File: config.mk
export PLATFORM = sky130hd
export DESIGN_NAME = pipe_stage_hs
export DESIGN_NICKNAME = d
export VERILOG_FILES = /design/src/rtl/pipe_stage_hs.sv
export SDC_FILE = /design/constraint.sdc
export NUM_CORES = 1
export LEC_CHECK = 0
export CAP_MARGIN = 5
export CORE_ASPECT_RATIO = 1.4
export CORE_UTILIZATION = 46
export CTS_BUF_LIST = sky130_fd_sc_hd__clkbuf_4
export CTS_CLUSTER_SIZE = 24
export DETAILED_ROUTE_END_ITERATION = 6
export PLACE_DENSITY = 0.76
export SETUP_SLACK_MARGIN = 0.3
export SYNTH_ARGS = -nofsm -noshare
export SYNTH_HDL_FRONTEND = slang
export SYNTH_SLANG_ARGS = --single-unit
File: constraint.sdc
create_clock -name clk -period 1.79 [get_ports clk]
set_clock_uncertainty 0.1 [all_clocks]
set_input_delay 0.358 -clock clk [delete_from_list [all_inputs] [get_ports clk]]
set_output_delay 0.358 -clock clk [all_outputs]
set_load 0.005 [all_outputs]
File: src/rtl/pipe_stage_hs.sv
// pipe_stage_hs: pipeline register between CPU stages with a valid/ready
// handshake, synchronous flush and an optional 2-entry skid buffer.
//
// Handshake: a transfer happens on a rising clk edge exactly when valid and
// ready are both high in that cycle (in_fire on the upstream side, out_fire on
// the downstream side). A producer raising valid keeps valid and data stable
// until the transfer. Ready may be high or low independently of valid. out_valid
// and out_data stay stable until out_fire.
//
// The state encoding equals the number of held entries, so the occupancy port
// is the state register itself and doubles as the FSM debug view.
module pipe_stage_hs #(
    parameter int unsigned       WIDTH     = 8,
    parameter logic [WIDTH-1:0]  RESET_VAL = '0,
    parameter bit                SKID      = 1'b1
) (
    input  logic             clk,
    input  logic             reset,
    input  logic             flush,
    input  logic             in_valid,
    output logic             in_ready,
    input  logic [WIDTH-1:0] in_data,
    output logic             out_valid,
    input  logic             out_ready,
    output logic [WIDTH-1:0] out_data,
    output logic [1:0]       occupancy
);

    // Encoding chosen so that state value == entries held.
    typedef enum logic [1:0] {
        EMPTY = 2'd0,
        ONE   = 2'd1,
        FULL  = 2'd2
    } state_e;

    state_e           state_q;
    state_e           state_d;
    logic [WIDTH-1:0] main_q;
    logic [WIDTH-1:0] main_d;
    logic [WIDTH-1:0] skid_q;
    logic [WIDTH-1:0] skid_d;
    logic             in_fire;
    logic             out_fire;

    // Outputs decoded from registered state only.
    assign out_valid = (state_q != EMPTY);
    assign out_data  = main_q;
    assign occupancy = state_q;

    // With the skid entry, ready depends on the state register alone and
    // breaks the combinational ready chain; without it, a full stage can still
    // accept when the downstream drains it in the same cycle.
    generate
        if (SKID) begin : g_ready_reg
            assign in_ready = (state_q != FULL);
        end else begin : g_ready_comb
            assign in_ready = ~out_valid | out_ready;
        end
    endgenerate

    assign in_fire  = in_valid & in_ready;
    assign out_fire = out_valid & out_ready;

    // Next-state and data-path selection; flush overrides every handshake.
    always_comb begin
        state_d = state_q;
        main_d  = main_q;
        skid_d  = skid_q;
        if (flush) begin
            // A flushed in_fire is dropped; an out_fire this cycle was already
            // taken by the downstream stage, so nothing else to undo.
            state_d = EMPTY;
            main_d  = RESET_VAL;
            skid_d  = RESET_VAL;
        end else begin
            case (state_q)
                EMPTY: begin
                    if (in_fire) begin
                        state_d = ONE;
                        main_d  = in_data;
                    end
                end
                ONE: begin
                    if (in_fire && out_fire) begin
                        state_d = ONE;
                        main_d  = in_data;
                    end else if (in_fire) begin
                        // Only reachable with the skid entry: the combinational
                        // ready of the 1-entry variant forbids accepting while
                        // holding an entry that is not leaving.
                        if (SKID) begin
                            state_d = FULL;
                            skid_d  = in_data;
                        end
                    end else if (out_fire) begin
                        // main_q keeps the last delivered value on drain.
                        state_d = EMPTY;
                    end
                end
                FULL: begin
                    if (out_fire) begin
                        state_d = ONE;
                        main_d  = skid_q;
                        skid_d  = RESET_VAL;
                    end
                end
                default: begin
                    state_d = EMPTY;
                    main_d  = RESET_VAL;
                    skid_d  = RESET_VAL;
                end
            endcase
        end
    end

    // State and data registers; reset drops all entries immediately.
    always_ff @(posedge clk or posedge reset) begin
        if (reset) begin
            state_q <= EMPTY;
            main_q  <= RESET_VAL;
            skid_q  <= RESET_VAL;
        end else begin
            state_q <= state_d;
            main_q  <= main_d;
            skid_q  <= skid_d;
        end
    end

endmodule

==> results of run 1 <==
## sequential cells by signal, summed over array words and instances (netlist names)
name / flops
occupancy: 2
skid_q: 8
out_data: 8
## area by class of cell
type | instances | area [sq um]
multi-input cells | 63 | 474
inverters | 11 | 41.3
fillers | 147 | 472
well taps | 21 | 26.3
clock buffers | 3 | 22.5
repair buffers | 47 | 463
flip-flops and latches | 18 | 450
## final timing paths
check	from	end	slack, ns	cells past startpoint
max reg2reg	occupancy[0]$_DFFE_PP0P_	out_data[5]$_DFFE_PP0P_	0.16	7
max in group asynchronous	reset	skid_q[3]$_DFFE_PP0P_	1.12	3
min	reset	out_data[1]$_DFFE_PP0P_	0.28	3
min in group clk	out_data[0]$_DFFE_PP0P_	out_data[0]$_DFFE_PP0P_	0.39	2
min reg2reg	out_data[0]$_DFFE_PP0P_	out_data[0]$_DFFE_PP0P_	0.39	2
max	in_valid	out_data[5]$_DFFE_PP0P_	0.15	6
## stage by stage
step,setup slack (ns),instances,utilization (%)
final,0.151,163,75.8
after global routing,0.0812,163,75.8
after CTS,0.175,159,70.6
after detailed placement,-0.170,146,65.7
after global placement,-0.122,146,65.7
after floorplan,0.273,95,-
## power breakdown
part	switching [mW]	total [mW]	internal [mW]
Combinational	0.116	0.277	0.161
Sequential	0.0150	0.450	0.435
Clock	0.119	0.197	0.0781
Total	0.250	0.924	0.674
## cell usage in the layout (no fill, tap or decap), types with 5 or more instances in the layout
cell	n
a21oi_1	7
buf_4	14
buf_6	8
clkdlybuf4s50_1	11
dfrtp_1	18
dlygate4sd2_1	10
inv_1	10
mux2i_1	8
nand2_1	11
nand2_2	5
nor2b_1	5
## layer usage
layer	share of wire [%]	vias up	global-route usage [%]
li1	-	416	-
met1	40	437	26.7
met2	56	21	38.2
met3	2.8	4	2.41
met4	0.88	0	10.0
met5	0	-	0
## logic make-up after synthesis
family                 count (synthesis)
buffers and inverters                 15
flip-flops                            18
AND/OR/NAND/NOR                       31
multiplexers                           9
AO/OA/AOI/OAI                         22
## timing repair
action,in CTS,in global routing
pin swaps,3,7
setup endpoints to repair,29,22
resized for setup,25,20
hold buffers,0,0
buffers inserted,10,2
gates cloned,0,2
## worst register-to-register path, delay by kind of cell (launching register included)
family,cells,cell delay (ns)
and+or+nand+nor,2,0.29
DFF,1,0.41
AOI/OAI and AO/OA,2,0.33
buffers and inverters,3,0.40
==> run_results.csv, run 1 <==
group,metric,value,unit
clocking,clkSinkCount,18,
routing,wl,2490,um
yosys,ys_top_cells_by_count,"18 x dfrtp_1, 16 x nand2_1, 11 x inv_1",
yosys,synth_nets,108,
worst_setup_path,cp-end-kind,"flop",
global_route,grt_max_degree,19,
yosys,ys.warnings.count,0,
yosys,ys.flop_type,"dfrtp_1",
floorplan,die_area,0.00223,sq mm
sta,period_share,91.6,%
global_route,track_usage,22.6,%
power,p_leak,0.716,nW
floorplan,initial_utilization,48.2,%
sta,min_period,1.64,ns
place,dp_hpwl,1560,um
clocking,cts_buffers,3,
worst_setup_path,cp.arrival,1.73,ns
job,drv_cap,0,
yosys,ys_seq_elements,18,
yosys,yosysTopAreaCell,"dfrtp_1",
global_route,antenna_found_initial,0,
yosys,yosysMostFrequentCell,"dfrtp_1",
power,max-vdd-ir-drop,485,uV
worst_setup_path,required,1.88,ns
global_route,grt_pass1_wl,3510,um
worst_setup_path,cp_max_fo,4,
sta,relSlewSlack,75.8,%
yosys,synthDistinctLibCells,23,
worst_setup_path,crit_type,"in2reg",
clocking,clk_path_buf_depth,2,
clocking,h-tree-depth,1,
outcome,status,"completed",
routing,via_count,878,
yosys,synth_edf_count,0,
yosys,ys_seq_area_share,47.9,%
clocking,insertion_delay,0.28,ns
yosys,synthAdderAreaFrac,0,%
yosys,synth_top_family_by_area,"compound AO/OA/AOI/OAI gates",
layout,postLayoutCellArea,0.00148,sq mm
global_route,grt_overflow,0,
worst_setup_path,critPathBufInv,3,
yosys,synth-compound-area-share,18.9,%
worst_setup_path,path_cells,"clkdlybuf4s50_1, nor2b_4, a221oi_4, buf_6, buf_6, o31ai_1",
power,power_density,625,mW/mm^2
routing,drt_iter0_drc,15,
routing,via_per_inst,5.39,
worst_setup_path,max_stage_delay,0.56,ns
floorplan,die_w,40.2,um
routing,post_drt_wl_per_cell,15.3,um
routing,dr.pass1.iters,4,
sta,rsz0062_at_grt,"yes",
clocking,clk_root_buffer_cell,"clkbuf_4",
worst_setup_path,cpMostUsedCell,"buf_6",
yosys,synthArstFlopShare,100,%
sta,setup_violations,0,
yosys,synthXorXnorAreaFrac,0,%
routing,antenna_left,0,
sta,finalMaxSlewViolations,0,
hold_path,min_path_type,"in2async",
worst_setup_path,startpoint_type,"input port",
yosys,syn_area,940,sq um
power,p_total,0.924,mW
yosys,synth_area_leaders,"dfrtp_1 48%, mux2i_1 8.5%, nand2_1 6.4%, inv_1 4.4%, nor2b_1 4.0%",
place,port_buffers,24,
layout,finalNetCount,157,
clocking,cts_tree,"yes",
sta,tightest_slew,0.361,ns
floorplan,pin_count,25,
clocking,clk_pin_slew,0.10,ns
floorplan,core_area,0.00195,sq mm
global_route,grt_pass1_vias,853,
sta,fin_tns_setup,0,ns
yosys,synth_simple_gate_area_share,16.2,%
yosys,avgSynthCellArea,9.89,sq um
place,gp_congestion,0.772,
layout,syn2layout_area_growth,57.3,%
sta,max_freq,0.610,GHz
yosys,synth_top_area_share,47.9,%
layout,drive_above_1_share,35.9,%
routing,drcViolationCount,0,
yosys,synth_cells,95,
layout,diodes,0,
floorplan,rows,19,
yosys,muxShareOfSynthArea,9.72,%
sta,holdWs,0.279,ns
place,placed_cell_area,0.00128,sq mm
floorplan,fp.dieH,55.5,um
worst_setup_path,critPathTopFamily,"buffers and inverters",
worst_setup_path,critPathSlowestCell,"clkdlybuf4s50_1",
sta,hold_viol,0,
No activity file was read; power rests on OpenSTA's default activity.
==> inputs of run 2 (changes only) <==
Settings changed: TNS_END_PERCENT set to 50.
Clock period 1.79 ns to 1.7 ns, I/O delays scaled along.
==> run 2 against run 1 <==
Register-to-register slack got worse by 0.13 ns. Cell count fell by 3.1%. First-iteration DRC count fell by 27%. Power rose by 0.62%. Sequential share of layout area rose by 1.8 points. Sequential cell count did not move. Count of clock-buffer cells in the layout did not move.
==> run_results.csv, run 2 (synthesized netlist as in run 1, its figures left out) <==
group,metric,value,unit
worst_setup_path,max_stage_delay,0.42,ns
worst_setup_path,crit_type,"reg2reg",
sta,relSlewSlack,78.7,%
global_route,grt_overflow,0,
global_route,grt_pass1_vias,815,
worst_setup_path,cp_max_fo,16,
worst_setup_path,startpoint_type,"flop",
power,p_clk_share,22.1,%
layout,postLayoutCellArea,0.00139,sq mm
sta,tightest_slew,0.318,ns
worst_setup_path,cpMostUsedCell,"buf_6",
clocking,cts_tree,"yes",
routing,via_per_inst,5.03,
power,p_sw_share,26.1,%
routing,wl,2110,um
worst_setup_path,critPathSlowestCell,"dfrtp_1",
power,power_density,667,mW/mm^2
global_route,gr-usage-met3,2.41,%
clocking,clkSinkCount,18,
sta,rsz0062_at_grt,"yes",
layout,syn2layout_area_growth,48.3,%
hold_path,min_path_type,"in2async",
place,placed_cell_area,0.00130,sq mm
global_route,antenna_found_initial,0,
global_route,grt_use_met1,28.6,%
routing,post_drt_wl_per_cell,13.3,um
sta,holdWs,0.267,ns
worst_setup_path,required,1.79,ns
global_route,busiest_layer,"met2",
place,dp_hpwl,1530,um
routing,drcViolationCount,0,
clocking,ctsHoldBuffers,0,
floorplan,die_area,0.00223,sq mm
clocking,cts_buffers,3,
floorplan,core_area,0.00195,sq mm
floorplan,rows,19,
sta,hold_viol,0,
sta,max_freq,0.599,GHz
clocking,h-tree-depth,1,
routing,dr.pass1.iters,4,
global_route,grt_max_degree,19,
floorplan,pin_count,25,
power,sequentialPowerShare,51.0,%
power,p_leak,0.661,nW
job,drv_cap,0,
place,gp_congestion,0.771,
routing,drt_iter0_drc,11,
sta,setup_violations,0,
floorplan,die_w,40.2,um
clocking,clk_path_buf_depth,2,
layout,layout_commonest_cell,"dfrtp_1",
clocking,insertion_delay,0.28,ns
outcome,status,"completed",
global_route,track_usage,22.5,%
layout,diodes,0,
global_route,grt_pass1_wl,3550,um
power,p_sw,0.243,mW
layout,finalNetCount,152,
floorplan,fp.dieH,55.5,um
worst_setup_path,cp.arrival,1.76,ns
clocking,clk_pin_slew,0.10,ns
worst_setup_path,path_cells,"buf_6, buf_6, or2_4, a221oi_4, buf_12, nand2_2, o31ai_1",
sta,min_period,1.67,ns
sta,finalMaxSlewViolations,0,
layout,drive_above_1_share,29.2,%
floorplan,initial_utilization,48.2,%
routing,via_count,794,
power,intPower,0.686,mW
clocking,clk_root_buffer_cell,"clkbuf_4",
layout,fillerInstances,156,
routing,antenna_left,0,
place,port_buffers,24,
global_route,use_met2,38.5,%
power,max-vdd-ir-drop,529,uV
power,power.share.combinational,26.9,%
worst_setup_path,cp-end-kind,"flop",
sta,period_share,98.2,%
sta,fin_tns_setup,0,ns
layout,layout_common_cells,"18 x dfrtp_1, 15 x nand2_1, 12 x buf_4, 11 x clkdlybuf4s50_1, 10 x inv_1",
-- run 2: per-stage QoR --
stage | setup slack [ns] | utilization, % | power (mW) | cells
finish | 0.0314 | 71.5 | 0.929 | 158
global route | -0.0536 | 71.5 | 0.981 | 158
CTS | 0.0105 | 70.7 | 0.935 | 157
detailed placement | -0.203 | 66.8 | 0.721 | 149
global placement | -0.166 | 66.8 | 0.714 | 149
floorplan | 0.183 | - | 0.591 | 95
-- run 2: layout make-up --
| cell class | instances | area (sq um) | share of cell area (%) |
|---|---|---|---|
| flip-flops and latches | 18 | 450 | 32.3 |
| multi-input cells | 62 | 435 | 31.2 |
| clock buffers | 3 | 22.5 | 1.62 |
| repair buffers | 43 | 418 | 30.0 |
| inverters | 11 | 41.3 | 2.96 |
| well taps | 21 | 26.3 | 1.89 |
-- run 2: worst max-delay path, delay by kind of cell (launching register included) --
kind	cells	cell delay (ns)
AO/OA/AOI/OAI	2	0.37
buffers and inverters	3	0.42
flip-flops	1	0.42
AND/OR/NAND/NOR	2	0.27
-- run 2: final timing paths --
path | from | to | slack (ns) | cells after the start
max reg2reg | occupancy[0]$_DFFE_PP0P_ | out_data[2]$_DFFE_PP0P_ | 0.03 | 7
min | reset | out_data[4]$_DFFE_PP0P_ | 0.27 | 3
max | occupancy[0]$_DFFE_PP0P_ | out_data[2]$_DFFE_PP0P_ | 0.03 | 7
max in group asynchronous | reset | out_data[7]$_DFFE_PP0P_ | 1.04 | 3
min in group clk | out_ready | occupancy[1]$_DFFE_PP0P_ | 0.30 | 3
min reg2reg | out_data[7]$_DFFE_PP0P_ | out_data[7]$_DFFE_PP0P_ | 0.39 | 2
-- run 2: power groups by stage --
stage	sequential (mW)	combinational (mW)	clock, mW
floorplan	0.484	0.106	0
finish	0.474	0.250	0.205
global route	0.478	0.274	0.228
detailed placement	0.484	0.237	0
global placement	0.482	0.232	0
CTS	0.474	0.247	0.215
-- run 2: timing repair --
| item | in CTS | in global routing |
|---|---|---|
| pin swaps | 2 | 1 |
| setup endpoints to repair | 29 | 29 |
| setup buffers | 5 | 1 |
| resized for setup | 33 | 9 |
-- run 2: routing by layer --
layer	wire length, um	vias up
met5	0	-
met4	18	0
met3	46	2
met2	1120	13
met1	917	381
li1	-	398
==> inputs of run 3 (changes only) <==
Settings changed: CTS_BUF_LIST sky130_fd_sc_hd__clkbuf_4 to unset.
==> results of run 3 <==
Final layout, timing and power as in run 2 (identical DEF).
